[src/rtl/simple_uart_pkg.sv]
// simple_uart_pkg: shared constants and receiver state encoding for simple_uart
package simple_uart_pkg;
    localparam int          FRAME_BITS     = 10;
    localparam int          DUMMY_BITS_DEF = 15;
    localparam logic [31:0] DIV_RESET_DEF  = 32'd1;
    typedef enum logic [3:0] {
        RX_IDLE, RX_START,
        RX_DATA0, RX_DATA1, RX_DATA2, RX_DATA3,
        RX_DATA4, RX_DATA5, RX_DATA6, RX_DATA7,
        RX_STOP
    } rx_state_e;
endpackage

[src/rtl/simple_uart_if.sv]
// simple_uart_if: per-register strobes and data between the SoC bus decode and the UART
interface simple_uart_if;
    logic [3:0]  reg_div_we;
    logic [31:0] reg_div_di;
    logic [31:0] reg_div_do;
    logic        reg_dat_we;
    logic        reg_dat_re;
    logic [31:0] reg_dat_di;
    logic [31:0] reg_dat_do;
    logic        reg_dat_wait;
    modport master (
        output reg_div_we, reg_div_di, reg_dat_we, reg_dat_re, reg_dat_di,
        input  reg_div_do, reg_dat_do, reg_dat_wait
    );
    modport slave (
        input  reg_div_we, reg_div_di, reg_dat_we, reg_dat_re, reg_dat_di,
        output reg_div_do, reg_dat_do, reg_dat_wait
    );
endinterface

[src/rtl/simple_uart_rx.sv]
// simple_uart_rx: 8N1 receive FSM sampling mid-bit, with a one-byte overwrite buffer
module simple_uart_rx
    import simple_uart_pkg::*;
(
    input  logic        clk,
    input  logic        resetn,
    input  logic        ser_rx,
    input  logic [31:0] div,
    input  logic        re,
    output logic [31:0] dat_do
);
    rx_state_e   state_q, state_d;
    logic [31:0] cnt_q, cnt_d;
    logic [7:0]  shift_q, shift_d, buf_q, buf_d;
    logic        valid_q, valid_d;

    // receiver state registers
    always_ff @(posedge clk or posedge resetn)
        if (resetn) begin
            state_q <= RX_IDLE;
            cnt_q   <= '0;
            shift_q <= '0;
            buf_q   <= '0;
            valid_q <= 1'b0;
        end else begin
            state_q <= state_d;
            cnt_q   <= cnt_d;
            shift_q <= shift_d;
            buf_q   <= buf_d;
            valid_q <= valid_d;
        end

    // frame sequencing; a completing frame overrides a same-cycle read
    always_comb begin
        state_d = state_q;
        cnt_d   = cnt_q + 32'd1;
        shift_d = shift_q;
        buf_d   = buf_q;
        valid_d = re ? 1'b0 : valid_q;
        if (state_q == RX_IDLE) begin
            cnt_d = '0;
            if (!ser_rx) state_d = RX_START;
        end else if (state_q == RX_START) begin
            if (cnt_q > (div >> 1)) begin
                state_d = RX_DATA0;
                cnt_d   = '0;
            end
        end else if (state_q == RX_STOP) begin
            if (cnt_q > div) begin
                buf_d   = shift_q;
                valid_d = 1'b1;
                state_d = RX_IDLE;
            end
        end else if (cnt_q > div) begin
            shift_d = {ser_rx, shift_q[7:1]};
            state_d = rx_state_e'(state_q + 4'd1);
            cnt_d   = '0;
        end
    end

    assign dat_do = valid_q ? {24'h0, buf_q} : 32'hFFFF_FFFF;
endmodule

[src/rtl/simple_uart.sv]
// simple_uart: memory-mapped 8N1 UART; receiver built only when SIMPLE_UART_RX_EN is defined
module simple_uart
    import simple_uart_pkg::*;
#(
    parameter logic [31:0] DIV_RESET  = DIV_RESET_DEF,
    parameter int          DUMMY_BITS = DUMMY_BITS_DEF
) (
    input  logic         clk,
    input  logic         resetn,
    simple_uart_if.slave bus,
    output logic         ser_tx,
    input  logic         ser_rx
);
    logic [31:0] div_q, div_d;
    logic [31:0] divcnt_q, divcnt_d;
    logic [9:0]  pat_q, pat_d;
    logic [3:0]  cnt_q, cnt_d;
    logic        dummy_q, dummy_d;

    // divider and transmitter registers
    always_ff @(posedge clk or posedge resetn)
        if (resetn) begin
            div_q    <= DIV_RESET;
            divcnt_q <= '0;
            pat_q    <= '1;
            cnt_q    <= '0;
            dummy_q  <= 1'b1;
        end else begin
            div_q    <= div_d;
            divcnt_q <= divcnt_d;
            pat_q    <= pat_d;
            cnt_q    <= cnt_d;
            dummy_q  <= dummy_d;
        end

    // byte-lane divider writes and transmit priority: idle burst, new byte, bit shift
    always_comb begin
        div_d    = div_q;
        divcnt_d = divcnt_q + 32'd1;
        pat_d    = pat_q;
        cnt_d    = cnt_q;
        dummy_d  = dummy_q;
        for (int i = 0; i < 4; i++)
            if (bus.reg_div_we[i]) div_d[8*i +: 8] = bus.reg_div_di[8*i +: 8];
        if (dummy_q && cnt_q == 4'd0) begin
            pat_d    = '1;
            cnt_d    = 4'(DUMMY_BITS);
            divcnt_d = '0;
            dummy_d  = 1'b0;
        end else if (bus.reg_dat_we && cnt_q == 4'd0) begin
            pat_d    = {1'b1, bus.reg_dat_di[7:0], 1'b0};
            cnt_d    = 4'(FRAME_BITS);
            divcnt_d = '0;
        end else if (cnt_q != 4'd0 && divcnt_q > div_q) begin
            pat_d    = {1'b1, pat_q[9:1]};
            cnt_d    = cnt_q - 4'd1;
            divcnt_d = '0;
        end
        if (|bus.reg_div_we) dummy_d = 1'b1;
    end

    assign ser_tx           = pat_q[0];
    assign bus.reg_div_do   = div_q;
    assign bus.reg_dat_wait = bus.reg_dat_we && (cnt_q != 4'd0 || dummy_q);

    logic unused_di;
    assign unused_di = ^bus.reg_dat_di[31:8];

`ifdef SIMPLE_UART_RX_EN
    simple_uart_rx u_rx (
        .clk    (clk),
        .resetn (resetn),
        .ser_rx (ser_rx),
        .div    (div_q),
        .re     (bus.reg_dat_re),
        .dat_do (bus.reg_dat_do)
    );
`else
    logic unused_rx;
    assign unused_rx      = ^{ser_rx, bus.reg_dat_re};
    assign bus.reg_dat_do = 32'hFFFF_FFFF;
`endif
endmodule

[src/flat_wrapper.sv]
// flat-port wrapper written by rule: the top's interface ports become plain ports
module simple_uart_flat import simple_uart_pkg::*;
#(
    parameter logic [31:0] DIV_RESET  = DIV_RESET_DEF,
    parameter int          DUMMY_BITS = DUMMY_BITS_DEF
)
  (clk, resetn, ser_tx, ser_rx, bus_reg_div_we, bus_reg_div_di, bus_reg_dat_we, bus_reg_dat_re, bus_reg_dat_di, bus_reg_div_do, bus_reg_dat_do, bus_reg_dat_wait);
  simple_uart_if bus_i ();
  input  logic clk;
  input  logic resetn;
  output logic ser_tx;
  input  logic ser_rx;
  input wire logic [$bits(bus_i.reg_div_we)-1:0] bus_reg_div_we;
  input wire logic [$bits(bus_i.reg_div_di)-1:0] bus_reg_div_di;
  input wire logic [$bits(bus_i.reg_dat_we)-1:0] bus_reg_dat_we;
  input wire logic [$bits(bus_i.reg_dat_re)-1:0] bus_reg_dat_re;
  input wire logic [$bits(bus_i.reg_dat_di)-1:0] bus_reg_dat_di;
  output wire logic [$bits(bus_i.reg_div_do)-1:0] bus_reg_div_do;
  output wire logic [$bits(bus_i.reg_dat_do)-1:0] bus_reg_dat_do;
  output wire logic [$bits(bus_i.reg_dat_wait)-1:0] bus_reg_dat_wait;
  assign bus_i.reg_div_we = bus_reg_div_we;
  assign bus_i.reg_div_di = bus_reg_div_di;
  assign bus_i.reg_dat_we = bus_reg_dat_we;
  assign bus_i.reg_dat_re = bus_reg_dat_re;
  assign bus_i.reg_dat_di = bus_reg_dat_di;
  assign bus_reg_div_do = bus_i.reg_div_do;
  assign bus_reg_dat_do = bus_i.reg_dat_do;
  assign bus_reg_dat_wait = bus_i.reg_dat_wait;
  simple_uart #(.DIV_RESET(DIV_RESET), .DUMMY_BITS(DUMMY_BITS)) u_core (.clk(clk), .resetn(resetn), .bus(bus_i), .ser_tx(ser_tx), .ser_rx(ser_rx));
endmodule
[config.mk]
export PLATFORM = sky130hd
export DESIGN_NAME = simple_uart_flat
export DESIGN_NICKNAME = d
export VERILOG_FILES = /design/src/rtl/simple_uart_pkg.sv /design/src/rtl/simple_uart_if.sv /design/src/rtl/simple_uart_rx.sv /design/src/rtl/simple_uart.sv /design/src/flat_wrapper.sv
export SDC_FILE = /design/constraint.sdc
export NUM_CORES = 1
export LEC_CHECK = 0
export CORE_MARGIN = 2
export CORE_UTILIZATION = 50
export CTS_CLUSTER_SIZE = 8
export DETAILED_ROUTE_END_ITERATION = 6
export PLACE_DENSITY = 0.95
export SLEW_MARGIN = 30
export SYNTH_ARGS = -nofsm -noshare
export SYNTH_HDL_FRONTEND = slang
export SYNTH_SLANG_ARGS = --single-unit
export TNS_END_PERCENT = 1
[constraint.sdc]
create_clock -name clk -period 5.08 [get_ports clk]
set_clock_uncertainty 0.1 [all_clocks]
set_input_delay 0.508 -clock clk [delete_from_list [all_inputs] [get_ports clk]]
set_output_delay 0.508 -clock clk [all_outputs]
set_load 0.01 [all_outputs]
After elaboration in Yosys (flattened, before gate mapping)
Index checks and enable logic that the tools add are counted.
Storage, ports and cells
  flip-flop bits (word level): 79
  latch bits: 0
  bits in writable memories: 0
  bits in read-only memories: 0
  logic and storage cells: 32
  memories: 0
Operators by class
  add/subtract/negate cells: 2
  multipliers: 0
  div/mod/pow operators: 0
  order comparisons: 1
  equal/unequal tests: 0
  shift operators: 0
  multiplexer cells: 11
  bitwise gates (word level): 0
  reduce and logical (&&, ||, !) cells: 10
Operators by type and width (count)
  $mux W32: 3
  $add A32 B1 Y32 const B: 1
  $gt A32 B32 Y1: 1
  $mux W10: 3
  $mux W4: 3
  $logic_and A1 B1 Y1: 4
  $logic_not A4 Y1: 1
  $reduce_bool A4 Y1: 1
  $reduce_or A4 Y1: 1
  $sub A4 B1 Y4 const B: 1
  $reduce_bool A3 Y1: 1
  $mux W1: 2
  $reduce_bool A2 Y1: 1
  $logic_or A1 B1 Y1: 1

Depth between registers and ports, before layout
  depth in word-level cells: 5
  depth in mapped cells: 10
  mapped depth without buffers: 9

Worst setup path before layout
Ideal clock, no wire load.
  path kind: reg2reg
  start point: register u_core.div_q[18] (netlist: u_core.bus.reg_div_do[18])
  end point: register u_core.pat_q[1]
  library setup time: 102 ps
  arrival: 2232 ps
  required time: 4878 ps
  setup slack: 2647 ps
  cell stages (with the launch flop): 11
  path buffers: 1
  cells stage by stage: dfrtp_1 -> inv_1 -> ha_1 -> a41o_1 -> a21oi_2 -> o22ai_1 -> or4_4 -> a22oi_4 -> buf_6 -> mux2i_1 -> a21oi_1
On the way
  longest elaborated chain between the ends: 3
Ends and longest elaborated chain
  start, declared: line simple_uart.sv:14  | logic [31:0] div_q, div_d;
  start signal, assigned: line simple_uart.sv:29  | div_q <= div_d;
  $gt A32 B32 Y1: line simple_uart.sv:54  | end else if (cnt_q != 4'd0 && divcnt_q > div_q) begin
  $logic_and A1 B1 Y1: line simple_uart.sv:54
  $reduce_bool A3 Y1 (no line)
  end signal, assigned: line simple_uart.sv:31  | pat_q <= pat_d;
  end, declared: line simple_uart.sv:16  | logic [9:0] pat_q, pat_d;
Every way passes these cells.
A chain may end at the register's enable or synchronous reset.

Final worst setup path
  start point: register u_core.divcnt_q[14]
  end point: register u_core.cnt_q[1]
On the way
  longest elaborated chain between the ends: 3
Ends and longest elaborated chain
  start, declared: line simple_uart.sv:15  | logic [31:0] divcnt_q, divcnt_d;
  start signal, assigned: line simple_uart.sv:30  | divcnt_q <= divcnt_d;
  $gt A32 B32 Y1: line simple_uart.sv:54
  $logic_and A1 B1 Y1: line simple_uart.sv:54
  $reduce_bool A3 Y1 (no line)
  end signal, assigned: line simple_uart.sv:32  | cnt_q <= cnt_d;
  end, declared: line simple_uart.sv:17  | logic [3:0] cnt_q, cnt_d;
Every way passes these cells.

==> flow_summary.toml <==
[route]
wl_mm = 9.467
drc = 0
ant_nets = 0
drt-initial-drc-count = 166
dr_total_vias = 3363
wl_per_cell_um = 14.56
via_per_inst = 5.174
first_pass_iters = 4

[logic_synthesis]
ys_top_cells_by_count = "67 x dfrtp_1, 50 x nand2_1, 45 x nor2_1, 38 x inv_1"
yosysMostFrequentCell = "dfrtp_1"
synthTopCellsByArea = "dfrtp_1 39%, ha_1 9.8%, dfstp_2 6.7%, buf_4 5.5%, nand2_1 4.3%"
synth-edff-count = 0
synthDistinctLibCells = 46
synth_area_mm2 = 0.004345
syn-instance-count = 456
synth_area_leader_cell = "dfrtp_1"
ys_warn_count = 0
async_flop_share_pct = 100.0
yosysSeqAreaShare_pct = 45.23
syn_area_per_cell_um2 = 9.529
ys.flop_type = "dfrtp_1"
ys_ff_latch = 78
netlist.area_leader.share_pct = 38.58

[cells_and_area]
fin_area_mm2 = 0.005316
final_nets = 644
drive_gt1_share_pct = 6.458
insertedDiodeCount = 0
areaGrowthSynthToFinish_pct = 22.34

[place]
gp_congestion = 0.8228
portBuffers = 80
placed_area_mm2 = 0.005116
dp_hpwl_mm = 6.889

[floorplan]
start_util_pct = 50.57
die_x_um = 97.23
die_area_mm2 = 0.009453
ios = 139
die_h_um = 97.23
coreArea_mm2 = 0.008593
num_rows = 34

[worst_setup_path]
start_kind = "flip-flop"
crit_fanout = 33
critical_path_class = "reg2reg"
critPathArrivalTime_ns = 3.52
crit_path_end_kind = "flip-flop"
required_ns = 5.20

[sta]
rsz0062_at_grt = "no"
slew_headroom_pct = 47.74
finalCriticalPeriod_ns = 3.400
worst_pin_slew_ns = 0.7827
fmax_ghz = 0.2941
setup_tns_ns = 0
setup_viol_count_final = 0
maxSlewViolCount = 0
period_share_pct = 66.94
hold_viol_final = 0

[global_route]
grt_usage_pct = 20.80
grt_pass1_vias = 3571
grt_start_max_net_pins = 42
grt-ovfl-total = 0
antenna_found_initial = 0
grt_pass1_wl_mm = 16.10

[pwr]
power_w = 0.001331
power_leakage_nw = 2.638
vdd_ir_drop_max_mv = 0.1462
power_density_mw_per_mm2 = 250.4

[clock_tree]
cts_max_path_buffers = 2
cts.sinks = 78
cts-resized-gates = 0
clk_latency_ns = 0.36
cts_made_buffers = 9
h-tree-depth = 3
postCtsSetupRepairBufs = 0
cts_hold_buf = 0
root_buffer = "clkbuf_8"
cts_tree = "yes"
path_clk_slew_ns = 0.08

[run]
cap_violations = 0

[outcome]
status = "finished, final reports clean"

[min_path]
hp-class = "reg2reg"
registers in the layout (all words and copies together) (netlist names):
name                   cells
u_core.bus.reg_div_do     32
u_core.divcnt_q           32
u_core.pat_q               9
u_core.cnt_q               4
u_core.dummy_q             1
cell type report:
class                      count  area, um^2
clock inverter                 4       45.04
timing repair buffer          81       808.3
multi-input combinational    329        2064
clock buffer                  12       155.1
fill                         692        3277
tap                          108       135.1
inverter                      38       142.6
sequential                    78        1966
kinds of logic (layout without fill, tap and decap cells):
| kind of cell | after synthesis | after routing | share of synthesized area (%) |
|---|---|---|---|
| XOR/XNOR | 31 | 31 | 6.248 |
| adder cells (fa/ha/maj) | 34 | 34 | 9.790 |
| AO/OA/AOI/OAI | 70 | 70 | 9.617 |
| multiplexers | 11 | 11 | 2.563 |
| buffers and inverters | 80 | 135 | 9.934 |
| flip-flops | 78 | 78 | 45.23 |
| other | 1 | 32 | 0.08630 |
| AND/OR/NAND/NOR | 151 | 151 | 16.53 |
layer usage:
layer | global-route usage, % | wire [um] | up-vias
met1 | 25.94 | 4047 | 1616
li1 | - | - | 1635
met2 | 35.74 | 4789 | 90
met5 | 0 | 0 | -
met4 | 7.906 | 206 | 0
met3 | 4.245 | 424 | 22
critical path, cell delays in order, from the launching register on:
cell	delay, ns
dfrtp_1	0.46
ha_1	0.35
nand4_1	0.15
nor4_1	0.60
nand2_1	0.12
and3_1	0.24
a22oi_4	0.45
nand2_2	0.54
mux2i_1	0.24
power by group:
| part | internal (W) | switching, W | total, W |
|---|---|---|---|
| clock | 0.000252 | 0.000226 | 0.000478 |
| sequential | 0.000645 | 0.0000142 | 0.000660 |
| combinational | 0.0000965 | 0.0000974 | 0.000194 |
| total | 0.000994 | 0.000338 | 0.00133 |
path summary, 6_finish.rpt:
check / from / end / slack (ns) / cells past startpoint
min: u_core.divcnt_q[0] / u_core.divcnt_q[0] / 0.40 / 1
min in group asynchronous: resetn / u_core.bus.reg_div_do[30] / 0.51 / 2
max: u_core.divcnt_q[14] / u_core.cnt_q[1] / 1.68 / 8
max in group asynchronous: resetn / u_core.pat_q[8] / 3.34 / 3
min reg2reg: u_core.divcnt_q[0] / u_core.divcnt_q[0] / 0.40 / 1
max reg2reg: u_core.divcnt_q[14] / u_core.cnt_q[1] / 1.68 / 8
stage by stage:
stage          hold slack, ns  utilization (%)  setup slack, ns  std cells
3_3_place_gp           0.3651            59.54            1.872        634
3_5_place_dp           0.3839            59.54            1.731        634
2_1_floorplan          0.3466                -            2.495        487
4_1_cts                0.3970            61.87            1.692        650
5_1_grt                0.4112            61.87            1.475        650
6_report               0.3959            61.87            1.680        650
layout by cell type (no fill, tap or decap), types with 2 or more instances in the layout:
cell             netlist  final
a211oi_1               2      2
a21boi_0               2      2
a21o_1                 3      3
a21oi_1               16     16
and3_1                 7      7
and4_1                 2      2
clkbuf_8               0     11
clkdlybuf4s50_1        0     80
clkinv_2               0      3
conb_1                 1     32
dfrtp_1               67     67
dfstp_2               11     11
ha_1                  34     34
inv_1                 38     37
mux2i_1               10     10
nand2_1               50     50
nand3_1               13     13
nand4_1               15     15
nor2_1                45     45
nor2b_1                3      3
nor3_1                 3      3
nor4_1                 5      5
o21ai_0               34     34
o21ai_1                2      2
or3_1                  2      2
xnor2_1               10     10
xor2_1                21     21
Note: power is estimated with default switching activity, not from simulation.
